`src/rtl/lfsr_delay_timer.sv`:
```
// Random-delay source for the reaction timer: free-running Fibonacci LFSR plus a Tick-driven countdown.
// Optional build macro LFSR_DELAY_ABORT_EN adds an Abort input that cancels a running countdown.
module lfsr_delay_timer #(
    parameter int                WIDTH       = 8,
    parameter logic [WIDTH-1:0]  TAPS        = 8'hB8,
    parameter int                DELAY_W     = 12,
    parameter int                MIN_DELAY   = 256,
    parameter int                SCALE_SHIFT = 2
) (
    input  logic               Clock,
    input  logic               Resetn,
    input  logic [WIDTH-1:0]   Seed,
    input  logic               SeedLoad,
    input  logic               Start,
    input  logic               Tick,
`ifdef LFSR_DELAY_ABORT_EN
    input  logic               Abort,
`endif
    output logic [WIDTH-1:0]   Lfsr,
    output logic [DELAY_W-1:0] Delay,
    output logic               Busy,
    output logic               Done
);

    typedef enum logic [1:0] {
        S_IDLE  = 2'd0,
        S_COUNT = 2'd1,
        S_DONE  = 2'd2
    } state_t;

    localparam logic [WIDTH-1:0]   LFSR_ONE  = {{(WIDTH-1){1'b0}}, 1'b1};
    localparam logic [WIDTH-1:0]   LFSR_ZERO = '0;
    localparam logic [DELAY_W-1:0] CNT_ONE   = {{(DELAY_W-1){1'b0}}, 1'b1};
    localparam logic [DELAY_W-1:0] MIN_D     = DELAY_W'(MIN_DELAY);

    // The largest possible draw must fit in DELAY_W, otherwise delays silently wrap.
    if (WIDTH < 3 || WIDTH > 16) begin : g_bad_width
        $error("lfsr_delay_timer: WIDTH must be in 3..16");
    end
    if ((longint'(MIN_DELAY) + ((longint'(1) << WIDTH) - 1) * (longint'(1) << SCALE_SHIFT))
            >= (longint'(1) << DELAY_W)) begin : g_bad_range
        $error("lfsr_delay_timer: MIN_DELAY + max scaled draw does not fit in DELAY_W");
    end

    state_t             r_state;
    state_t             w_state_next;
    logic [WIDTH-1:0]   r_lfsr;
    logic [WIDTH-1:0]   w_lfsr_next;
    logic               w_feedback;
    logic [DELAY_W-1:0] r_delay;
    logic [DELAY_W-1:0] w_delay_next;
    logic [DELAY_W-1:0] r_count;
    logic [DELAY_W-1:0] w_count_next;
    logic [DELAY_W-1:0] w_draw;
    logic               w_abort;

`ifdef LFSR_DELAY_ABORT_EN
    assign w_abort = Abort;
`else
    assign w_abort = 1'b0;
`endif

    // LFSR runs every Clock so the moment the player presses Start picks the value.
    always_comb begin
        w_feedback = ^(r_lfsr & TAPS);
        if (SeedLoad) begin
            w_lfsr_next = (Seed == LFSR_ZERO) ? LFSR_ONE : Seed;
        end else if (r_lfsr == LFSR_ZERO) begin
            w_lfsr_next = LFSR_ONE;
        end else begin
            w_lfsr_next = {r_lfsr[WIDTH-2:0], w_feedback};
        end
    end

    // Draw uses the pre-edge LFSR, so a coincident SeedLoad does not affect it.
    assign w_draw = MIN_D + (DELAY_W'(r_lfsr) << SCALE_SHIFT);

    always_comb begin
        // NOTE: every output of this block gets a default first so no latch is inferred.
        w_state_next = r_state;
        w_delay_next = r_delay;
        w_count_next = r_count;
        case (r_state)
            S_IDLE: begin
                if (Start) begin
                    w_delay_next = w_draw;
                    w_count_next = w_draw;
                    w_state_next = S_COUNT;
                end
            end
            S_COUNT: begin
                if (w_abort) begin
                    w_count_next = '0;
                    w_state_next = S_IDLE;
                end else if (Tick) begin
                    w_count_next = r_count - CNT_ONE;
                    if (r_count == CNT_ONE) begin
                        w_state_next = S_DONE;
                    end
                end
            end
            S_DONE: begin
                w_state_next = S_IDLE;
            end
            default: begin
                w_state_next = S_IDLE;
            end
        endcase
    end

    // NOTE: sequential state uses non-blocking assignments so every register samples pre-edge values.
    always_ff @(posedge Clock or negedge Resetn) begin
        if (!Resetn) begin
            r_state <= S_IDLE;
            r_lfsr  <= LFSR_ONE;
            r_delay <= '0;
            r_count <= '0;
        end else begin
            r_state <= w_state_next;
            r_lfsr  <= w_lfsr_next;
            r_delay <= w_delay_next;
            r_count <= w_count_next;
        end
    end

    assign Lfsr  = r_lfsr;
    assign Delay = r_delay;
    assign Busy  = (r_state == S_COUNT);
    assign Done  = (r_state == S_DONE);

endmodule

```
`config.mk`:
```
export PLATFORM = sky130hd
export DESIGN_NAME = lfsr_delay_timer
export DESIGN_NICKNAME = d
export VERILOG_FILES = /design/src/rtl/lfsr_delay_timer.sv
export SDC_FILE = /design/constraint.sdc
export NUM_CORES = 1
export LEC_CHECK = 0
export ABC_AREA = 1
export CAP_MARGIN = 20
export CORE_MARGIN = 10
export CORE_UTILIZATION = 25
export DETAILED_ROUTE_END_ITERATION = 8
export GPL_TIMING_DRIVEN = 0
export PLACE_DENSITY = 0.44
export SYNTH_ARGS = -nofsm -noshare
export SYNTH_HDL_FRONTEND = slang
export SYNTH_SLANG_ARGS = --single-unit
```
`constraint.sdc`:
```
create_clock -name Clock -period 1.3 [get_ports Clock]
set_clock_uncertainty 0.15 [all_clocks]
set_input_delay 0.26 -clock Clock [delete_from_list [all_inputs] [get_ports Clock]]
set_output_delay 0.26 -clock Clock [all_outputs]
set_load 0.005 [all_outputs]
```
==> out/qor.yml, run 1 <==
outcome:
  outcome: "finished, violations left"
  violations: "hold timing, setup timing"
cts:
  cts_tree: "done"
  cts_buffers: 5
  cts_max_level: 2
  clockRootBuffer: "clkbuf_8"
  clkTransAtPathRegs_ps: 70
  clock_path_buffers: 2
  clk_latency_ps: 290
  clock-sinks: 31
finish:
  finalNetCount: 322
  area_growth_pct: 51.8
  num_antenna_cells: 0
  utilization: 0.394
  drive_gt1_frac: 0.370
  fin_area_mm2: 0.00269
worst_setup_path:
  path_common_cell: "buf_6"
  cp_top_family: "flip-flops"
  path_max_fanout: 2
  start_kind: "register"
  end_kind: "primary output"
  slowest_delay_ps: 390
  crit_slowest_cell: "dfrtp_1"
  crit_buf_inv: 4
  cp.arrival_ps: 1090
  path_cells: "buf_6 > inv_6 > nor2_4 > buf_8 > buf_6"
  crit_type: "reg -> out"
  critical_path_required_ps: 890
placed_design:
  dp_hpwl_um: 3690
  place_ws_ps: -518
  place.gp.congestion: 0.820
  placed_area_mm2: 0.00222
  io_buffer_count: 30
global_route:
  antenna_found_initial: 0
  grt_pass1_vias: 1753
  grt_max_degree: 32
  track_usage: 0.101
  grt_overflow: 0
  grt_pass1_wl_um: 8980
sta:
  worst_pin_slew_ps: 720
  drv_slew: 0
  slew_headroom: 0.520
  fin_crit_sh: 1.16
  layout_min_cycle_time_ps: 1500
  tns_ps: -3000
  finalSetupViolCount: 31
  fin_ws_ps: -204
  final_hold_viol_count: 30
  rsz0062_at_grt: "yes"
  fmax_mhz: 665
  fin_hold_ws_ps: -127
floorplan:
  start_util: 0.260
  die_h_um: 104
  rows: 30
  core_mm2: 0.00683
  die_w_um: 104
  die_area_mm2: 0.0109
  ios: 35
synth:
  ys_warn_count: 0
  ys_async_sr_fraction: 1.00
  netlist_top_cells_area: "dfrtp_1 42%, nand2_1 13%, inv_1 7.4%, o21ai_0 6.5%, nor2_1 5.3%"
  ys_ff_latch: 31
  yosysSeqAreaShare: 0.438
  synth_cell_types: 26
  yosysMostFrequentCell: "nand2_1"
  ys.flop_type: "dfrtp_1"
  synth_top_area_frac: 0.423
  netlist_area_mm2: 0.00177
  synth_commonest_cells: "61 x nand2_1, 35 x inv_1, 30 x dfrtp_1"
  synth_enable_flop_cells: 0
  synthCells: 240
  synth_area_per_cell_um2: 7.39
  synth_top_area_cell: "dfrtp_1"
power_and_ir_drop:
  p_total_uw: 5150
  leakage_uw: 0.00133
  power_density_mw_per_mm2: 1910
  ir_drop_v: 0.000483
routing:
  firstDrtPassIters: 4
  via_count: 1725
  wl_per_cell_um: 13.5
  ant_nets: 0
  wl_um: 5420
  viasPerCell: 4.30
  drc: 0
  drt_iter0_markers: 87
job:
  cap_violations: 0
hold_path:
  hold_path.class: "in -> async"
-- cell type report --
cell class | instances | area [um^2]
repair buffers | 59 | 504
multi-input cells | 159 | 936
clock buffers | 7 | 86.3
clock inverters | 1 | 5.00
well taps | 96 | 120
plain buffers | 10 | 105
inverters | 38 | 155
fillers | 756 | 4140
flip-flops and latches | 31 | 781
-- per-layer routing --
layer | vias to the layer above | routed length (um) | global-route usage
met5 | - | 0 | 0
met4 | 0 | 38 | 0.0338
met3 | 4 | 307 | 0.0353
met2 | 42 | 2470 | 0.147
met1 | 804 | 2600 | 0.134
li1 | 875 | - | -
-- state kept, by name (all words and copies together) (netlist names) --
register / flops
Delay: 9
Lfsr: 8
r_count: 12
r_state: 2
-- report_power, final --
part           switching, uW  internal, uW  total (uW)
combinational           1450          1270        2720
sequential               298          1320        1620
clock                    379           427         806
total                   2130          3020        5150
-- final timing paths --
| check | startpoint | to | slack (ps) | depth (start not counted) |
|---|---|---|---|---|
| max in group asynchronous | Resetn | r_count[4] | 620 | 1 |
| min | Resetn | r_count[6] | -130 | 1 |
| max | r_state[0] | Busy | -200 | 5 |
| max reg2reg | r_state[0] | r_count[2] | -150 | 8 |
| min reg2reg | Delay[5] | Delay[5] | 330 | 2 |
| min in group Clock | SeedLoad | Lfsr[3] | 130 | 2 |
-- cell usage in the layout, fill, tap and decap left out, types with 7 or more instances in the layout --
master and count:
inv_1 25, o21ai_0 19, dfrtp_1 27, nor2_1 16, buf_6 16, nand3_1 15, nand2_1 56, buf_2 10
buf_4 25, inv_2 10, clkbuf_8 7, clkdlybuf4s50_1 10
-- repair_timing --
item                                    4_1_cts  5_1_grt
endpoints found under the setup margin       46       38
resized for setup                           132       17
hold endpoints to repair                     30       30
pin swaps                                    14       13
gates cloned                                  1        0
setup buffers                                23        5
-- kinds of logic (layout without fill, tap and decap cells) --
family | Yosys count | after routing | synth area share
XOR/XNOR | 2 | 2 | 0.00987
other | 1 | 3 | 0.00211
buffers and inverters | 52 | 115 | 0.140
AND/OR/NAND/NOR | 110 | 110 | 0.259
adder cells (fa/ha/maj) | 5 | 5 | 0.0353
flip-flops | 31 | 31 | 0.438
AO/OA/AOI/OAI | 39 | 39 | 0.116
-- stage by stage --
step           hold WS (ps)  cells
2_1_floorplan          -186    242
3_3_place_gp            324    368
3_5_place_dp            220    368
4_1_cts               -90.6    396
5_1_grt               -72.5    401
6_report               -127    401
No activity file was read; power rests on OpenSTA's default activity.
==> inputs of run 2 (changes only) <==
Settings changed: CTS_BUF_LIST from default to sky130_fd_sc_hd__clkbuf_4 sky130_fd_sc_hd__clkbuf_8, DONT_BUFFER_PORTS from default to 1, PLACE_DENSITY 0.44 to 0.38.
==> out/qor.yml, run 2 (synthesized netlist as in run 1, its figures left out) <==
cts:
  clockRootBuffer: "clkbuf_8"  # unchanged
  cts_tree: "done"  # unchanged
  cts_buffers: 5  # unchanged
  clkTransAtPathRegs_ps: 70  # about the same
  clock-sinks: 31  # unchanged
  clock_path_buffers: 2  # unchanged
  cts_max_level: 2  # unchanged
  clk_latency_ps: 290  # about the same
power_and_ir_drop:
  intPower_uw: 2920  # was 3020 uW
  combPwrFrac: 0.515  # was 0.529
  ir_drop_v: 0.000592  # was 0.000483 V
  power_density_mw_per_mm2: 1980  # was 1910 mW/mm^2
  leakage_uw: 0.00124  # was 0.00133 uW
  pwr-share-seq: 0.329  # was 0.315
  p_sw_frac: 0.439  # was 0.414
  p_sw_uw: 2280  # was 2130 uW
  clockPowerShare: 0.156  # was 0.157
outcome:
  violations: "setup timing"  # was hold timing, setup timing
  outcome: "finished, violations left"  # unchanged
worst_setup_path:
  r2r_setup_slack_ps: -170  # was -150 ps
  slowest_delay_ps: 450  # was 390 ps
  crit_slowest_cell: "dfrtp_2"  # was dfrtp_1
  reg2regPathDepth: 9  # was 8
  crit_type: "reg -> out"  # unchanged
  critPathLaunch: "r_state[0]"  # unchanged
  path_cells: "buf_6 > buf_4 > nor2_4"  # was buf_6 > inv_6 > nor2_4 > buf_8 > buf_6
  reg2reg_from: "r_state[0]"  # unchanged
  path_max_fanout: 4  # was 2
  end_kind: "primary output"  # unchanged
  crit_end: "Done"  # was Busy
  cp.arrival_ps: 1080  # was 1090 ps
  timing.rr.end: "r_count[7]"  # was r_count[2]
  critical_path_required_ps: 890  # about the same
  start_kind: "register"  # unchanged
routing:
  drt_iter0_markers: 62  # was 87
  ant_nets: 0  # unchanged
  wl_um: 5800  # was 5420 um
  drc: 0  # unchanged
  wl_per_cell_um: 15.1  # was 13.5 um
  firstDrtPassIters: 4  # unchanged
  viasPerCell: 4.42  # was 4.30
  via_count: 1696  # was 1,725
finish:
  area_growth_pct: 47.7  # was 51.8%
  num_antenna_cells: 0  # unchanged
  drive_gt1_frac: 0.399  # was 0.370
  top_register: "r_count"  # unchanged
  finalNetCount: 305  # was 322
  largest_register_ffs: 12  # unchanged
  final_cell_mix: "49 x nand2_1, 27 x buf_4, 26 x inv_1"  # was 56 x nand2_1, 27 x dfrtp_1, 25 x inv_1, 25 x buf_4, 19 x o21ai_0
  final_common_cell: "nand2_1"  # unchanged
placed_design:
  io_buffer_count: 0  # was 30
  place.gp.congestion: 0.772  # was 0.820
  dp_hpwl_um: 3780  # was 3690 um
  place_ws_ps: -241  # was -518 ps
floorplan:
  ios: 35  # unchanged
  die_area_mm2: 0.0109  # unchanged
  start_util: 0.260  # unchanged
  core_mm2: 0.00683  # unchanged
  die_h_um: 104  # unchanged
  die_w_um: 104  # unchanged
  rows: 30  # unchanged
sta:
  layout_min_cycle_time_ps: 1490  # was 1500 ps
  finalSetupViolCount: 27  # was 31
  fmax_mhz: 672  # was 665 MHz
  fin_ws_ps: -188  # was -204 ps
  final_hold_viol_count: 0  # was 30
  fin_crit_sh: 1.14  # was 1.16
  tns_ps: -3060  # was -3000 ps
  rsz0062_at_grt: "yes"  # unchanged
  drv_slew: 0  # unchanged
  fin_hold_ws_ps: 124  # was -127 ps
global_route:
  busiest_layer: "met2"  # unchanged
  grt_max_degree: 32  # unchanged
  grt_use_met1: 0.128  # was 0.134
  track_usage: 0.107  # was 0.101
  grt_overflow: 0  # unchanged
  antenna_found_initial: 0  # unchanged
  grt_pass1_vias: 1843  # was 1,753
  grt_pass1_wl_um: 9490  # was 8980 um
  grt_util_met3: 0.0397  # was 0.0353
  use_met2: 0.173  # was 0.147
hold_path:
  hold_path.class: "in -> reg"  # was in -> async
job:
  cap_violations: 0  # unchanged
## run 2: timing repair
item	4_1_cts	5_1_grt
pin swaps	16	17
buffers inserted	17	8
gates resized for setup	56	39
endpoints found under the setup margin	31	32
gates cloned	2	1
hold buffers	10	0
hold endpoints to repair	39	0
## run 2: through the flow
stage | power (uW) | std cells | instance area [um^2] | utilization
after CTS | 4880 | 375 | 2440 | 0.358
after global routing | 5660 | 384 | 2620 | 0.384
final | 5200 | 384 | 2620 | 0.384
after detailed placement | 3360 | 338 | 1920 | 0.282
after global placement | 3360 | 338 | 1920 | 0.282
after floorplan | 2860 | 242 | 1800 | -
## run 2: final cells by class
class / count / area (um^2)
fill: 757 / 4210
timing repair inverter: 1 / 8.76
buffer: 14 / 135
timing repair buffer: 37 / 332
clock buffer: 6 / 76.3
inverter: 38 / 160
multi-input combinational: 159 / 991
tap: 96 / 120
sequential: 31 / 786
clock inverter: 2 / 12.5
## run 2: power groups by stage
stage	clock network, uW	registers, uW	logic (uW)
finish	811	1710	2680
global route	872	1780	3010
CTS	839	1680	2360
detailed placement	0	1680	1680
global placement	0	1680	1680
floorplan	0	1570	1290
## run 2: metal layers
layer | routed length, um | part of all wire
met2 | 2790 | 0.48
met3 | 394 | 0.068
met5 | 0 | 0
met1 | 2600 | 0.45
met4 | 17 | 0.0029
## run 2: critical path: cells and delay by family, from the launching register on
family / cells / cell delay (ps)
flops: 1 / 450
buf+inv: 2 / 260
simple gates: 1 / 80
## run 2: worst min-delay path by stage
stage                        start  cells after the start         end
after global placement      Resetn                      0  r_count[2]
after detailed placement    Resetn                      0  r_count[2]
after floorplan             Resetn                      0   Delay[10]
final                        Start                      4  r_state[1]
after global routing      SeedLoad                      2     Lfsr[1]
after CTS                    Start                      3  r_state[1]
==> inputs of run 3 (changes only) <==
Settings changed: ABC_AREA 1 to default.
==> out/qor.yml, run 3 <==
worst_setup_path:
  path_cells: "inv_2 > ha_4 > nand2b_4 > or4_4 > a21oi_2 > a2bb2oi_2"  # was buf_6 > buf_4 > nor2_4
  crit_buf_inv: 1  # was 2
  slowest_delay_ps: 430  # was 450 ps
  critical_path_required_ps: 1360  # was 890 ps
  end_kind: "register"  # was primary output
  crit_slowest_cell: "or4_4"  # was dfrtp_2
  path_max_fanout: 3  # was 4
  crit_type: "reg -> reg"  # was reg -> out
  start_kind: "register"  # unchanged
  cp_top_family: "simple AND/OR/NAND/NOR gates"  # was flip-flops
  cp.arrival_ps: 1720  # was 1080 ps
synth:
  synthXorXnorAreaFrac: 0.0157  # was 0.00987
  synthSimpleGateAreaFrac: 0.236  # was 0.259
  synthCells: 175  # was 240
  yosysMostFrequentCell: "nand2_1"  # unchanged
  netlist_top_cells_area: "dfrtp_1 45%, nand2_1 7.4%, buf_4 4.5%, ha_1 3.7%, nor2_1 3.1%"  # was dfrtp_1 42%, nand2_1 13%, inv_1 7.4%, o21ai_0 6.5%, nor2_1 5.3%
  ys_warn_count: 0  # unchanged
  synth_commonest_cells: "33 x nand2_1, 30 x dfrtp_1, 14 x nor2_1"  # was 61 x nand2_1, 35 x inv_1, 30 x dfrtp_1
  synth_cell_types: 44  # was 26
  synth_mux_area_frac: 0.0269  # was 0
  synth_adder_area_share: 0.0374  # was 0.0353
  ys.flop_type: "dfrtp_1"  # unchanged
  synth_top_area_frac: 0.449  # was 0.423
  synth_top_family_by_area: "simple AND/OR/NAND/NOR gates"  # unchanged
  synth_area_per_cell_um2: 9.55  # was 7.39 um^2
  yosysSeqAreaShare: 0.465  # was 0.438
  synth_top_area_cell: "dfrtp_1"  # unchanged
  ys_ff_latch: 31  # unchanged
  netlist_area_mm2: 0.00167  # was 0.00177 mm^2
  synth-compound-area-share: 0.141  # was 0.116
  synth_enable_flop_cells: 0  # unchanged
  ys_async_sr_fraction: 1.00  # unchanged
finish:
  final_common_cell: "nand2_1"  # unchanged
  area_growth_pct: 44.9  # was 47.7%
  largest_register_ffs: 12  # unchanged
  nFillCells: 642  # was 757
  utilization: 0.377  # was 0.384
  num_antenna_cells: 0  # unchanged
  multi_input_area_um2: 952  # was 991 um^2
  drive_gt1_frac: 0.511  # was 0.399
  final_cell_mix: "26 x nand2_1, 25 x buf_4, 21 x dfrtp_1"  # was 49 x nand2_1, 27 x buf_4, 26 x inv_1
  finalNetCount: 238  # was 305
  top_register: "r_count"  # unchanged
  seqCellArea_um2: 788  # was 786 um^2
floorplan:
  start_util: 0.260  # about the same
  ios: 35  # unchanged
  rows: 29  # was 30
  core_mm2: 0.00642  # was 0.00683 mm^2
  die_area_mm2: 0.0104  # was 0.0109 mm^2
  die_h_um: 102  # was 104 um
  die_w_um: 102  # was 104 um
outcome:
  outcome: "finished, violations left"  # unchanged
  violations: "setup timing"  # unchanged
global_route:
  track_usage: 0.101  # was 0.107
  grt_pass1_wl_um: 8200  # was 9490 um
  grt_max_degree: 32  # unchanged
  grt_overflow: 0  # unchanged
  grt_pass1_vias: 1494  # was 1,843
  antenna_found_initial: 0  # unchanged
power_and_ir_drop:
  leakage_uw: 0.00107  # was 0.00124 uW
  power_density_mw_per_mm2: 1660  # was 1980 mW/mm^2
  ir_drop_v: 0.000625  # was 0.000592 V
routing:
  wl_per_cell_um: 17.5  # was 15.1 um
  top_layer_used: "met4"  # unchanged
  via_count: 1447  # was 1,696
  firstDrtPassIters: 4  # unchanged
  viasPerCell: 4.86  # was 4.42
  drt_iter0_markers: 35  # was 62
  wl_um: 5220  # was 5800 um
  dr_wl_met3_um: 386  # was 394 um
  ant_nets: 0  # unchanged
  met2_length_um: 2470  # was 2790 um
  wl_met1_um: 2320  # was 2600 um
  drc: 0  # unchanged
sta:
  tns_ps: -6570  # was -3060 ps
  fin_crit_sh: 1.28  # was 1.14
  rsz0062_at_grt: "yes"  # unchanged
  layout_min_cycle_time_ps: 1660  # was 1490 ps
  fmax_mhz: 602  # was 672 MHz
  slew_headroom: 0.610
  final_hold_viol_count: 0  # unchanged
  finalSetupViolCount: 30  # was 27
  fin_ws_ps: -361  # was -188 ps
  worst_pin_slew_ps: 581
  drv_slew: 0  # unchanged
job:
  cap_violations: 0  # unchanged
cts:
  cts_tree: "done"  # unchanged
  clock_path_buffers: 2  # unchanged
  cts_buffers: 5  # unchanged
  clkTransAtPathRegs_ps: 70  # about the same
  cts_max_level: 2  # unchanged
  clockRootBuffer: "clkbuf_8"  # unchanged
  clk_latency_ps: 280  # was 290 ps
  clock-sinks: 31  # unchanged
placed_design:
  place_ws_ps: -431  # was -241 ps
  dp_hpwl_um: 3360  # was 3780 um
  io_buffer_count: 0  # unchanged
  place.gp.congestion: 0.772  # about the same
hold_path:
  hold_path.class: "in -> reg"  # unchanged
## run 3: cell count changes in the layout (fill, tap and decap cells not counted), moves of 5 or more
cell,before,now
o21ai_0,16,2
nor2_4,7,1
nand3_1,14,1
inv_2,9,4
inv_1,26,5
nand2_1,49,26
## run 3: cell families after synthesis
logic type | count (synthesis)
AND/OR/NAND/NOR | 72
AO/OA/AOI/OAI | 36
flip-flops | 31
buffers and inverters | 23
adder cells (fa/ha/maj) | 5
multiplexers | 4
XOR/XNOR | 3
other | 1
## run 3: cell type report
| type | count | share of cell area |
|---|---|---|
| multi-input combinational | 123 | 0.393 |
| sequential | 31 | 0.325 |
| timing repair buffer | 36 | 0.137 |
| buffer | 12 | 0.0465 |
| tap | 77 | 0.0398 |
| clock buffer | 7 | 0.0346 |
| inverter | 10 | 0.0186 |
| timing repair inverter | 1 | 0.00258 |
| clock inverter | 1 | 0.00207 |
## run 3: report_power, final
part,switching [uW],internal (uW)
sequential,450,1310
combinational,671,814
clock,360,417
total,1480,2540
## run 3: what timing repair did
| action | 4_1_cts | 5_1_grt |
|---|---|---|
| setup buffers | 17 | 7 |
| gates cloned | 2 | 1 |
| endpoints found under the hold margin | 39 | 0 |
| gates resized for setup | 26 | 37 |
| pin swaps | 13 | 14 |
| hold buffers | 10 | 0 |
| endpoints found under the setup margin | 35 | 34 |
## run 3: routing by layer
layer  global-route usage  vias up
li1                     -      682
met1                0.129      723
met2                0.157       36
met3               0.0374        6
met4               0.0264        0
met5                    0        -
## run 3: stage by stage
stage | total power (uW) | std cells | area [um^2] | hold WS, ps
6_report | 4020 | 298 | 2420 | 27.5
5_1_grt | 4290 | 298 | 2420 | 63.0
4_1_cts | 3760 | 290 | 2240 | 27.4
3_5_place_dp | 2670 | 254 | 1810 | -184
3_3_place_gp | 2640 | 254 | 1810 | -184
2_1_floorplan | 2380 | 177 | 1720 | -186
## run 3: worst register-to-register path, cell delays in order, from the launching register on
cell	delay [ps]
dfrtp_1	400
inv_2	110
ha_4	150
nand2b_4	70
or4_4	430
a21oi_2	140
a2bb2oi_2	140
## run 3: final timing paths
path	start	endpoint	slack (ps)	depth (start not counted)
setup / recovery	r_count[1]	r_count[6]	-360	6
max in group asynchronous	Resetn	Lfsr[0]	490	2
setup reg to reg	r_count[1]	r_count[6]	-360	6
min in group asynchronous	Resetn	Lfsr[2]	270	2
hold / removal	Tick	r_state[0]	30	3
hold reg to reg	Delay[10]	Delay[10]	370	2
